===== config.mk =====
export PLATFORM = sky130hd
export DESIGN_NAME = mem_byte_seq_flat
export DESIGN_NICKNAME = d
export VERILOG_FILES = /design/src/rtl/mem_byte_seq_if.sv /design/src/rtl/mem_byte_seq.sv /design/src/flat_wrapper.sv
export SDC_FILE = /design/constraint.sdc
export NUM_CORES = 1
export LEC_CHECK = 0
export ABC_CLOCK_PERIOD_IN_PS = 4500
export CAP_MARGIN = 20
export CORE_UTILIZATION = 45
export DETAILED_ROUTE_END_ITERATION = 10
export PLACE_DENSITY = 0.74
export SLEW_MARGIN = 40
export SYNTH_ARGS = -nofsm -noshare
export SYNTH_HDL_FRONTEND = slang
export SYNTH_SLANG_ARGS = --single-unit

===== constraint.sdc =====
create_clock -name clk_i -period 4.5 [get_ports clk_i]
set_clock_uncertainty 0.1 [all_clocks]
set_input_delay 0.45 -clock clk_i [delete_from_list [all_inputs] [get_ports clk_i]]
set_output_delay 0.45 -clock clk_i [all_outputs]
set_load 0.005 [all_outputs]

===== src/rtl/mem_byte_seq_if.sv =====
// Request/response bus between the core's MEM stage and the byte-serialising
// load/store initiator. Signal suffixes are seen from the initiator's side.
interface mem_byte_seq_if;
  logic        req_valid_i;
  logic        req_ready_o;
  logic        req_we_i;
  logic [1:0]  req_size_i;
  logic        req_unsigned_i;
  logic [31:0] req_addr_i;
  logic [31:0] req_wdata_i;
  logic        resp_valid_o;
  logic [31:0] resp_rdata_o;

  modport slave (
    input  req_valid_i, req_we_i, req_size_i, req_unsigned_i, req_addr_i, req_wdata_i,
    output req_ready_o, resp_valid_o, resp_rdata_o
  );

  modport master (
    output req_valid_i, req_we_i, req_size_i, req_unsigned_i, req_addr_i, req_wdata_i,
    input  req_ready_o, resp_valid_o, resp_rdata_o
  );
endinterface


===== src/rtl/mem_byte_seq.sv =====
// Serialises byte/half/word loads and stores into little-endian byte beats on
// an 8-bit RAM with combinational read, then returns extended load data.
module mem_byte_seq #(
  parameter int ADDR_W = 13
) (
  input  logic              clk_i,
  input  logic              rst_i,
  mem_byte_seq_if.slave     bus,
  output logic [ADDR_W-1:0] ram_addr_o,
  output logic              ram_wren_o,
  output logic [7:0]        ram_wdata_o,
  input  logic [7:0]        ram_rdata_i
);

  typedef enum logic [1:0] {IDLE = 2'd0, XFER = 2'd1, RESP = 2'd2} state_t;

  state_t            r_state;
  logic              r_we;
  logic              r_uns;
  logic [1:0]        r_last;
  logic [1:0]        r_beat;
  logic [31:0]       r_wdata;
  logic [31:0]       r_asm;
  logic [31:0]       r_rdata;
  logic [ADDR_W-1:0] r_ram_addr;

  logic [31:0]       w_asm_next;
  logic [7:0]        w_wbyte;

  // Fill the bytes above the last loaded one with the sign or with zero.
  function automatic logic [31:0] f_extend(input logic [31:0] raw,
                                           input logic [1:0]  last,
                                           input logic        uns);
    logic signed [7:0]  s8;
    logic signed [15:0] s16;
    logic signed [31:0] ext;
    s8  = raw[7:0];
    s16 = raw[15:0];
    ext = '0;
    f_extend = raw;
    case (last)
      2'd0: begin
        ext = s8;
        f_extend = uns ? {24'd0, raw[7:0]} : ext;
      end
      2'd1: begin
        ext = s16;
        f_extend = uns ? {16'd0, raw[15:0]} : ext;
      end
      default: f_extend = raw;
    endcase
  endfunction

  always_comb begin
    w_asm_next = r_asm;
    w_asm_next[{r_beat, 3'b000} +: 8] = ram_rdata_i;
  end

  assign w_wbyte          = r_wdata[{r_beat, 3'b000} +: 8];
  assign bus.req_ready_o  = (r_state == IDLE);
  assign bus.resp_valid_o = (r_state == RESP);
  assign bus.resp_rdata_o = r_rdata;
  assign ram_addr_o       = r_ram_addr;
  assign ram_wren_o       = (r_state == XFER) && r_we;
  assign ram_wdata_o      = ram_wren_o ? w_wbyte : 8'd0;

  always_ff @(posedge clk_i) begin
    if (rst_i) begin
      r_state    <= IDLE;
      r_beat     <= 2'd0;
      r_rdata    <= 32'd0;
      r_ram_addr <= '0;
    end else begin
      case (r_state)
        IDLE: begin
          if (bus.req_valid_i) begin
            r_we       <= bus.req_we_i;
            r_uns      <= bus.req_unsigned_i;
            r_last     <= (bus.req_size_i == 2'd0) ? 2'd0 :
                          (bus.req_size_i == 2'd1) ? 2'd1 : 2'd3;
            r_ram_addr <= bus.req_addr_i[ADDR_W-1:0];
            r_wdata    <= bus.req_wdata_i;
            r_asm      <= 32'd0;
            r_beat     <= 2'd0;
            r_state    <= XFER;
          end
        end
        XFER: begin
          r_asm <= w_asm_next;
          // Address stays on the final beat so it holds once the transfer ends.
          if (r_beat == r_last) begin
            r_state <= RESP;
            r_rdata <= r_we ? 32'd0 : f_extend(w_asm_next, r_last, r_uns);
          end else begin
            r_beat     <= r_beat + 2'd1;
            r_ram_addr <= r_ram_addr + 1'b1;
          end
        end
        RESP:    r_state <= IDLE;
        default: r_state <= IDLE;
      endcase
    end
  end

endmodule


===== src/flat_wrapper.sv =====
// flat-port wrapper written by rule: the top's interface ports become plain ports
module mem_byte_seq_flat 
#(
  parameter int ADDR_W = 13
)
  (clk_i, rst_i, ram_addr_o, ram_wren_o, ram_wdata_o, ram_rdata_i, bus_req_valid_i, bus_req_we_i, bus_req_size_i, bus_req_unsigned_i, bus_req_addr_i, bus_req_wdata_i, bus_req_ready_o, bus_resp_valid_o, bus_resp_rdata_o);
  mem_byte_seq_if bus_i ();
  input  logic clk_i;
  input  logic rst_i;
  output logic [ADDR_W-1:0] ram_addr_o;
  output logic ram_wren_o;
  output logic [7:0] ram_wdata_o;
  input  logic [7:0] ram_rdata_i;
  input wire logic [$bits(bus_i.req_valid_i)-1:0] bus_req_valid_i;
  input wire logic [$bits(bus_i.req_we_i)-1:0] bus_req_we_i;
  input wire logic [$bits(bus_i.req_size_i)-1:0] bus_req_size_i;
  input wire logic [$bits(bus_i.req_unsigned_i)-1:0] bus_req_unsigned_i;
  input wire logic [$bits(bus_i.req_addr_i)-1:0] bus_req_addr_i;
  input wire logic [$bits(bus_i.req_wdata_i)-1:0] bus_req_wdata_i;
  output wire logic [$bits(bus_i.req_ready_o)-1:0] bus_req_ready_o;
  output wire logic [$bits(bus_i.resp_valid_o)-1:0] bus_resp_valid_o;
  output wire logic [$bits(bus_i.resp_rdata_o)-1:0] bus_resp_rdata_o;
  assign bus_i.req_valid_i = bus_req_valid_i;
  assign bus_i.req_we_i = bus_req_we_i;
  assign bus_i.req_size_i = bus_req_size_i;
  assign bus_i.req_unsigned_i = bus_req_unsigned_i;
  assign bus_i.req_addr_i = bus_req_addr_i;
  assign bus_i.req_wdata_i = bus_req_wdata_i;
  assign bus_req_ready_o = bus_i.req_ready_o;
  assign bus_resp_valid_o = bus_i.resp_valid_o;
  assign bus_resp_rdata_o = bus_i.resp_rdata_o;
  mem_byte_seq #(.ADDR_W(ADDR_W)) u_core (.clk_i(clk_i), .rst_i(rst_i), .bus(bus_i), .ram_addr_o(ram_addr_o), .ram_wren_o(ram_wren_o), .ram_wdata_o(ram_wdata_o), .ram_rdata_i(ram_rdata_i));
endmodule

==> run_results.csv, run 1 <==
group,metric,value,unit
status,status,"completed",
sta,tightestPinTransition,0.697,ns
power,power.density,404,nW/um^2
sta,setup-violations-final,0,
floorplan,start_util,46.2,%
clock_tree,clk_latency,0.41,ns
power,swShare,23.5,%
global_route,grt.met2_usage,36.0,%
sta,drv_slew,0,
critical_path,crit_path_start_kind,"register",
clock_tree,cts_root_buf,"clkbuf_16",
route,drt_wl_total,12.8,mm
route,drc,0,
sta,setup_tns,0,ns
power,vdd_drop_max,0.213,mV
finish,layout.cells.non_filler,748,
route,post_drt_wl_per_cell,17.1,um
synth,ys_seq_area_share,57.1,%
min_path,hold_class,"reg2reg",
finish,fin_util,62.8,%
global_route,use_met3,5.49,%
power,intPower,2.23,mW
finish,fin_area,7200,um^2
clock_tree,path_clk_slew,0.05,ns
clock_tree,cts_sinks,117,
route,antenna_left,0,
critical_path,path_max_fanout,13,
synth,ys_seq_elements,117,
finish,drive_gt1_share,10.9,%
power,power,2.91,mW
place,hpwl,8.76,mm
synth,synth.cell_area,5300,um^2
global_route,use_met1,27.9,%
finish,area_growth,36.0,%
global_route,grt_use_total,21.7,%
job,cap_violations,0,
global_route,grt_max_degree,33,
power,p_comb_share,11.1,%
floorplan,core_area,11500,um^2
clock_tree,h-tree-depth,4,
synth,async_flop_share,0,%
floorplan,die_h,110,um
synth,avgSynthCellArea,11.1,um^2
route,drtPass1Iterations,5,
sta,fmax,0.320,GHz
synth,syn_nets,564,
critical_path,critical_path_class,"reg2out",
floorplan,fp.dieArea,12200,um^2
power,pwr-share-clk,46.7,%
power,power.net_switching,684,uW
floorplan,rows,39,
global_route,top_usage_layer,"met2",
place,gp_congestion,0.835,
floorplan,ios,135,
critical_path,cp.arrival,2.58,ns
place,postPlaceCellArea,6600,um^2
route,vias,4244,
route,viasPerCell,5.67,
global_route,antenna_found_initial,0,
synth,synth_flop_cell,"edfxtp_1",
power,pwr-share-seq,42.2,%
sta,hold_viol,0,
clock_tree,ctsHoldBuffers,0,
synth,synth_warnings,0,
sta,post-route-period-util,69.5,%
finish,n_antenna_cell,0,
floorplan,die_w,110,um
sta,rsz0062_at_grt,"false",
place,place_inst,716,
finish,fillCellCount,917,
sta,period_needed,3.13,ns
critical_path,worstPathRequired,3.95,ns
synth,synth_cell_type_count,60,
synth,synthCells,479,
place,port_buffers,115,
synth,synth_enable_flop_cells,68,
clock_tree,tritoncts,"yes",
clock_tree,post-cts-setup-buffers,0,
global_route,grt-ovfl-total,0,
clock_tree,numCtsBuffers,17,
global_route,grt_pass1_vias,4166,
global_route,grt_pass1_wl,21.0,mm
sta,slew_headroom,52.9,%
clock_tree,cts_resized,0,
finish,fin_nets,677,
route,drt_iter0_drc,323,
clock_tree,cts_buffer_depth,2,
critical_path,critPathCaptureType,"primary output",
power,p_leak,2.60,nW
per-layer routing:
metal,wire [um],up-vias
li1,-,2012
met3,1000,8
met4,70,0
met2,6320,178
met1,5400,2046
met5,0,-
cell families (layout without fill, tap and decap cells):
kind of cell               Yosys count  count (layout)  synth area share (%)
DFF                                117             117                  57.1
adders and majority gates            6               6                  1.42
muxes                                9               9                  3.61
AOI/OAI and AO/OA                  115             115                  15.1
and+or+nand+nor                    182             182                  18.1
xor gates and xnor gates             2               2                 0.827
buffers and inverters               48             174                  3.83
power groups by stage:
stage,registers (mW),clock network [mW],logic [mW]
3_5_place_dp,1.25,0,0.322
5_1_grt,1.23,1.43,0.356
3_3_place_gp,1.25,0,0.311
2_1_floorplan,1.24,0,0.180
4_1_cts,1.23,1.38,0.325
6_report,1.23,1.36,0.324
area by class of cell:
type | instances | area, um^2 | share of cell area [%]
Sequential cell | 117 | 3020 | 42.0
Multi-Input combinational cell | 314 | 2100 | 29.1
Timing Repair Buffer | 125 | 1230 | 17.1
Clock buffer | 18 | 429 | 5.96
Tap cell | 143 | 179 | 2.48
Clock inverter | 14 | 176 | 2.45
Inverter | 17 | 63.8 | 0.886
placed cells by master, fill, tap and decap left out, drive strengths merged, types with 3 or more instances in the layout:
cell type,netlist,final
ha,6,6
and3,10,10
a31oi,14,14
inv,17,20
nand2,40,40
or3,9,9
a211oi,6,6
edfxtp,68,68
bufinv,0,3
dfxtp,49,49
nand3,7,7
clkinv,0,6
and2,12,12
nor2,38,38
nor3,11,11
nand2b,3,3
nand4,6,6
o22ai,3,3
o21ai,16,16
a211o,7,7
or2,3,3
clkbuf,19,18
a221o,9,9
o32ai,5,5
mux4,8,8
nor2b,28,28
clkdlybuf4s50,0,115
buf,12,10
a21oi,34,34
state kept, by name (all words and copies together), names as in the netlist:
name,count
u_core.bus.resp_rdata_o,32
u_core.r_asm,32
u_core.r_wdata,32
u_core.ram_addr_o,13
u_core.r_beat,2
u_core.r_last,2
u_core.r_state,2
u_core.r_uns,1
u_core.r_we,1
metrics by stage:
stage | setup WS (ns) | hold slack [ns]
2_1_floorplan | 0.834 | 0.348
3_3_place_gp | 1.56 | 0.338
3_5_place_dp | 1.54 | 0.344
4_1_cts | 1.31 | 0.356
5_1_grt | 1.21 | 0.375
6_report | 1.37 | 0.354
worst paths after layout:
kind                            slack, ns  cells past startpoint                           to                       start
worst min-delay path                 0.35                      2   u_core.bus.resp_rdata_o[2]  u_core.bus.resp_rdata_o[2]
worst max-delay path                 1.37                      4               ram_wdata_o[3]            u_core.r_beat[0]
worst max register to register       1.54                      7  u_core.bus.resp_rdata_o[20]            u_core.r_beat[0]
worst min register to register       0.35                      2   u_core.bus.resp_rdata_o[2]  u_core.bus.resp_rdata_o[2]
worst max-delay path: stages (launching register included):
cell and delay [ns]:
dfxtp_1 0.65, buf_4 0.33, mux4_2 0.54, and3_1 0.21
clkdlybuf4s50_1 0.44
cell usage after synthesis (3+ instances only):
| master | number | area [um^2] |
|---|---|---|
| or3_1 | 9 | 56.3 |
| a21oi_1 | 33 | 165 |
| nand2_1 | 40 | 150 |
| nor2_1 | 38 | 143 |
| o21ai_0 | 16 | 80.1 |
| and2_1 | 12 | 75.1 |
| buf_2 | 6 | 30.0 |
| dfxtp_1 | 49 | 981 |
| clkbuf_1 | 19 | 71.3 |
| nor2b_1 | 28 | 175 |
| a221o_1 | 9 | 90.1 |
| inv_1 | 17 | 63.8 |
| a211oi_1 | 5 | 37.5 |
| buf_1 | 4 | 15.0 |
| mux4_2 | 8 | 180 |
| a211o_1 | 7 | 61.3 |
| and3_1 | 10 | 62.6 |
| a31oi_1 | 14 | 87.6 |
| o22ai_1 | 3 | 18.8 |
| or2_2 | 3 | 18.8 |
| ha_1 | 6 | 75.1 |
| nand2b_1 | 3 | 18.8 |
| nand3_1 | 7 | 35.0 |
| nor3_1 | 11 | 55.1 |
| nand4_1 | 6 | 37.5 |
| o32ai_1 | 5 | 43.8 |
| edfxtp_1 | 68 | 2040 |
(Power assumes the default switching activity.)
==> inputs of run 2 (changes only) <==
- ABC_CLOCK_PERIOD_IN_PS: 4500 -> 3130
- clock period: 4.5 -> 3.13 ns (I/O delays scaled with it)
==> run 2 against run 1 <==
  * Sequential share of layout area fell by 0.23 points
  * Cell count rose by 0.40%
  * First-iteration DRC count fell by 19%
  * Global-route usage fell by 0.19 points
  * Clock power rose by 50%
  * Worst hold slack got worse by 0.0043 ns
  * Core utilization rose by 0.35 points
  * Critical path type unchanged
  * Largest cell class unchanged
==> run_results.csv, run 2 (same netlist as run 1, synthesis figures left out) <==
group,metric,value,unit
status,status,"completed",
sta,hold_viol,0,
critical_path,path_max_fanout,19,
global_route,grt_pass1_vias,4158,
job,cap_violations,0,
route,post_drt_wl_per_cell,16.7,um
power,p_leak,2.63,nW
floorplan,core_area,11500,um^2
clock_tree,path_clk_slew,0.05,ns
floorplan,rows,39,
finish,drive_gt1_share,10.0,%
finish,fin_nets,680,
sta,post-route-period-util,85.6,%
route,drtPass1Iterations,5,
floorplan,die_h,110,um
global_route,grt-ovfl-total,0,
route,drc,0,
place,post-place-ws,0.671,ns
finish,n_antenna_cell,0,
clock_tree,tritoncts,"yes",
floorplan,ios,135,
critical_path,cp.arrival,2.27,ns
sta,setup_tns,0,ns
route,antenna_left,0,
clock_tree,numCtsBuffers,17,
critical_path,critPathTopFamily,"buffers and inverters",
finish,mostFrequentLayoutCells,"115 x clkdlybuf4s50_1, 68 x edfxtp_1, 49 x dfxtp_1",
critical_path,worstPathRequired,2.72,ns
route,viasPerCell,5.62,
critical_path,slowest_delay,0.54,ns
route,drt_wl_total,12.6,mm
sta,period_needed,2.68,ns
critical_path,crit_path_start_kind,"register",
critical_path,path_cells,"buf_4, mux4_2, and3_1, clkdlybuf4s50_1",
floorplan,die_w,110,um
global_route,grt_pass1_wl,20.6,mm
sta,slew_headroom,56.4,%
critical_path,critPathCaptureType,"primary output",
clock_tree,cts_buffer_depth,2,
min_path,hold_class,"reg2reg",
global_route,antenna_found_initial,0,
place,hpwl,8.58,mm
place,gp_congestion,0.833,
sta,setup-violations-final,0,
place,postPlaceCellArea,6620,um^2
sta,fmax,0.373,GHz
global_route,grt_max_degree,37,
finish,fin_area,7240,um^2
critical_path,cp_slowest_cell,"mux4_2",
clock_tree,cts_root_buf,"clkbuf_16",
clock_tree,post-cts-setup-buffers,0,
clock_tree,clk_latency,0.41,ns
finish,area_growth,36.8,%
sta,rsz0062_at_grt,"false",
clock_tree,cts_resized,0,
route,vias,4221,
sta,drv_slew,0,
floorplan,start_util,46.2,%
power,power.density,591,nW/um^2
critical_path,critical_path_class,"reg2out",
place,port_buffers,115,
clock_tree,ctsHoldBuffers,0,
sta,tightestPinTransition,0.652,ns
clock_tree,h-tree-depth,4,
finish,layout_commonest_cell,"clkdlybuf4s50_1",
floorplan,fp.dieArea,12200,um^2
global_route,grt_use_total,21.5,%
power,vdd_drop_max,0.339,mV
clock_tree,cts_sinks,117,
route,drt_iter0_drc,261,
critical_path,critPathBufInv,2,
sta,fin_ws,0.452,ns
## run 2: changes by cell type in the layout (fill, tap and decap cells not counted), moves of 2 or more
| cell | before | now |
|---|---|---|
| clkinv_1 | 0 | 5 |
| buf_4 | 9 | 13 |
| clkinv_4 | 4 | 0 |
| inv_6 | 3 | 0 |
| bufinv_16 | 3 | 5 |
## run 2: routing by layer
metal | track usage [%] | wire, um | vias up
li1 | - | - | 2027
met4 | 8.53 | 185 | 0
met2 | 34.6 | 6020 | 178
met5 | 0 | 0 | -
met3 | 5.82 | 900 | 16
met1 | 27.6 | 5460 | 2000
## run 2: stage by stage
step	total power, mW	hold WS [ns]	instances	utilization [%]
after detailed placement	2.26	0.346	719	57.7
after CTS	4.31	0.335	751	63.1
after global placement	2.25	0.337	719	57.6
final	4.28	0.350	751	63.2
after floorplan	2.04	0.312	479	-
after global routing	4.43	0.341	751	63.2
## run 2: final cells by class
cell class | instances | area [um^2]
Tap cell | 143 | 179
Timing Repair Buffer | 128 | 1250
Clock buffer | 19 | 433
Sequential cell | 117 | 3020
Multi-Input combinational cell | 314 | 2110
Clock inverter | 13 | 186
Inverter | 17 | 63.8
Fill cell | 929 | 4220
## run 2: worst paths after layout
check                           cells past startpoint  slack (ns)                       start                     endpoint
worst max-delay path                                4        0.45            u_core.r_beat[0]               ram_wdata_o[1]
worst min-delay path                                2        0.35  u_core.bus.resp_rdata_o[0]   u_core.bus.resp_rdata_o[0]
worst max register to register                      7        0.64            u_core.r_beat[0]  u_core.bus.resp_rdata_o[20]
worst min register to register                      2        0.35  u_core.bus.resp_rdata_o[0]   u_core.bus.resp_rdata_o[0]
## run 2: power by group
part | switching (mW) | total, mW | internal (mW) | leakage (nW)
combinational | 0.243 | 0.474 | 0.231 | 1.28
clock | 0.651 | 2.04 | 1.39 | 0.298
sequential | 0.0458 | 1.76 | 1.72 | 1.05
total | 0.939 | 4.28 | 3.34 | 2.63
## run 2: worst min-delay path, stage by stage (launching register included)
cell	delay, ns
dfxtp_1	0.31
nand2_1	0.05
a21oi_1	0.05
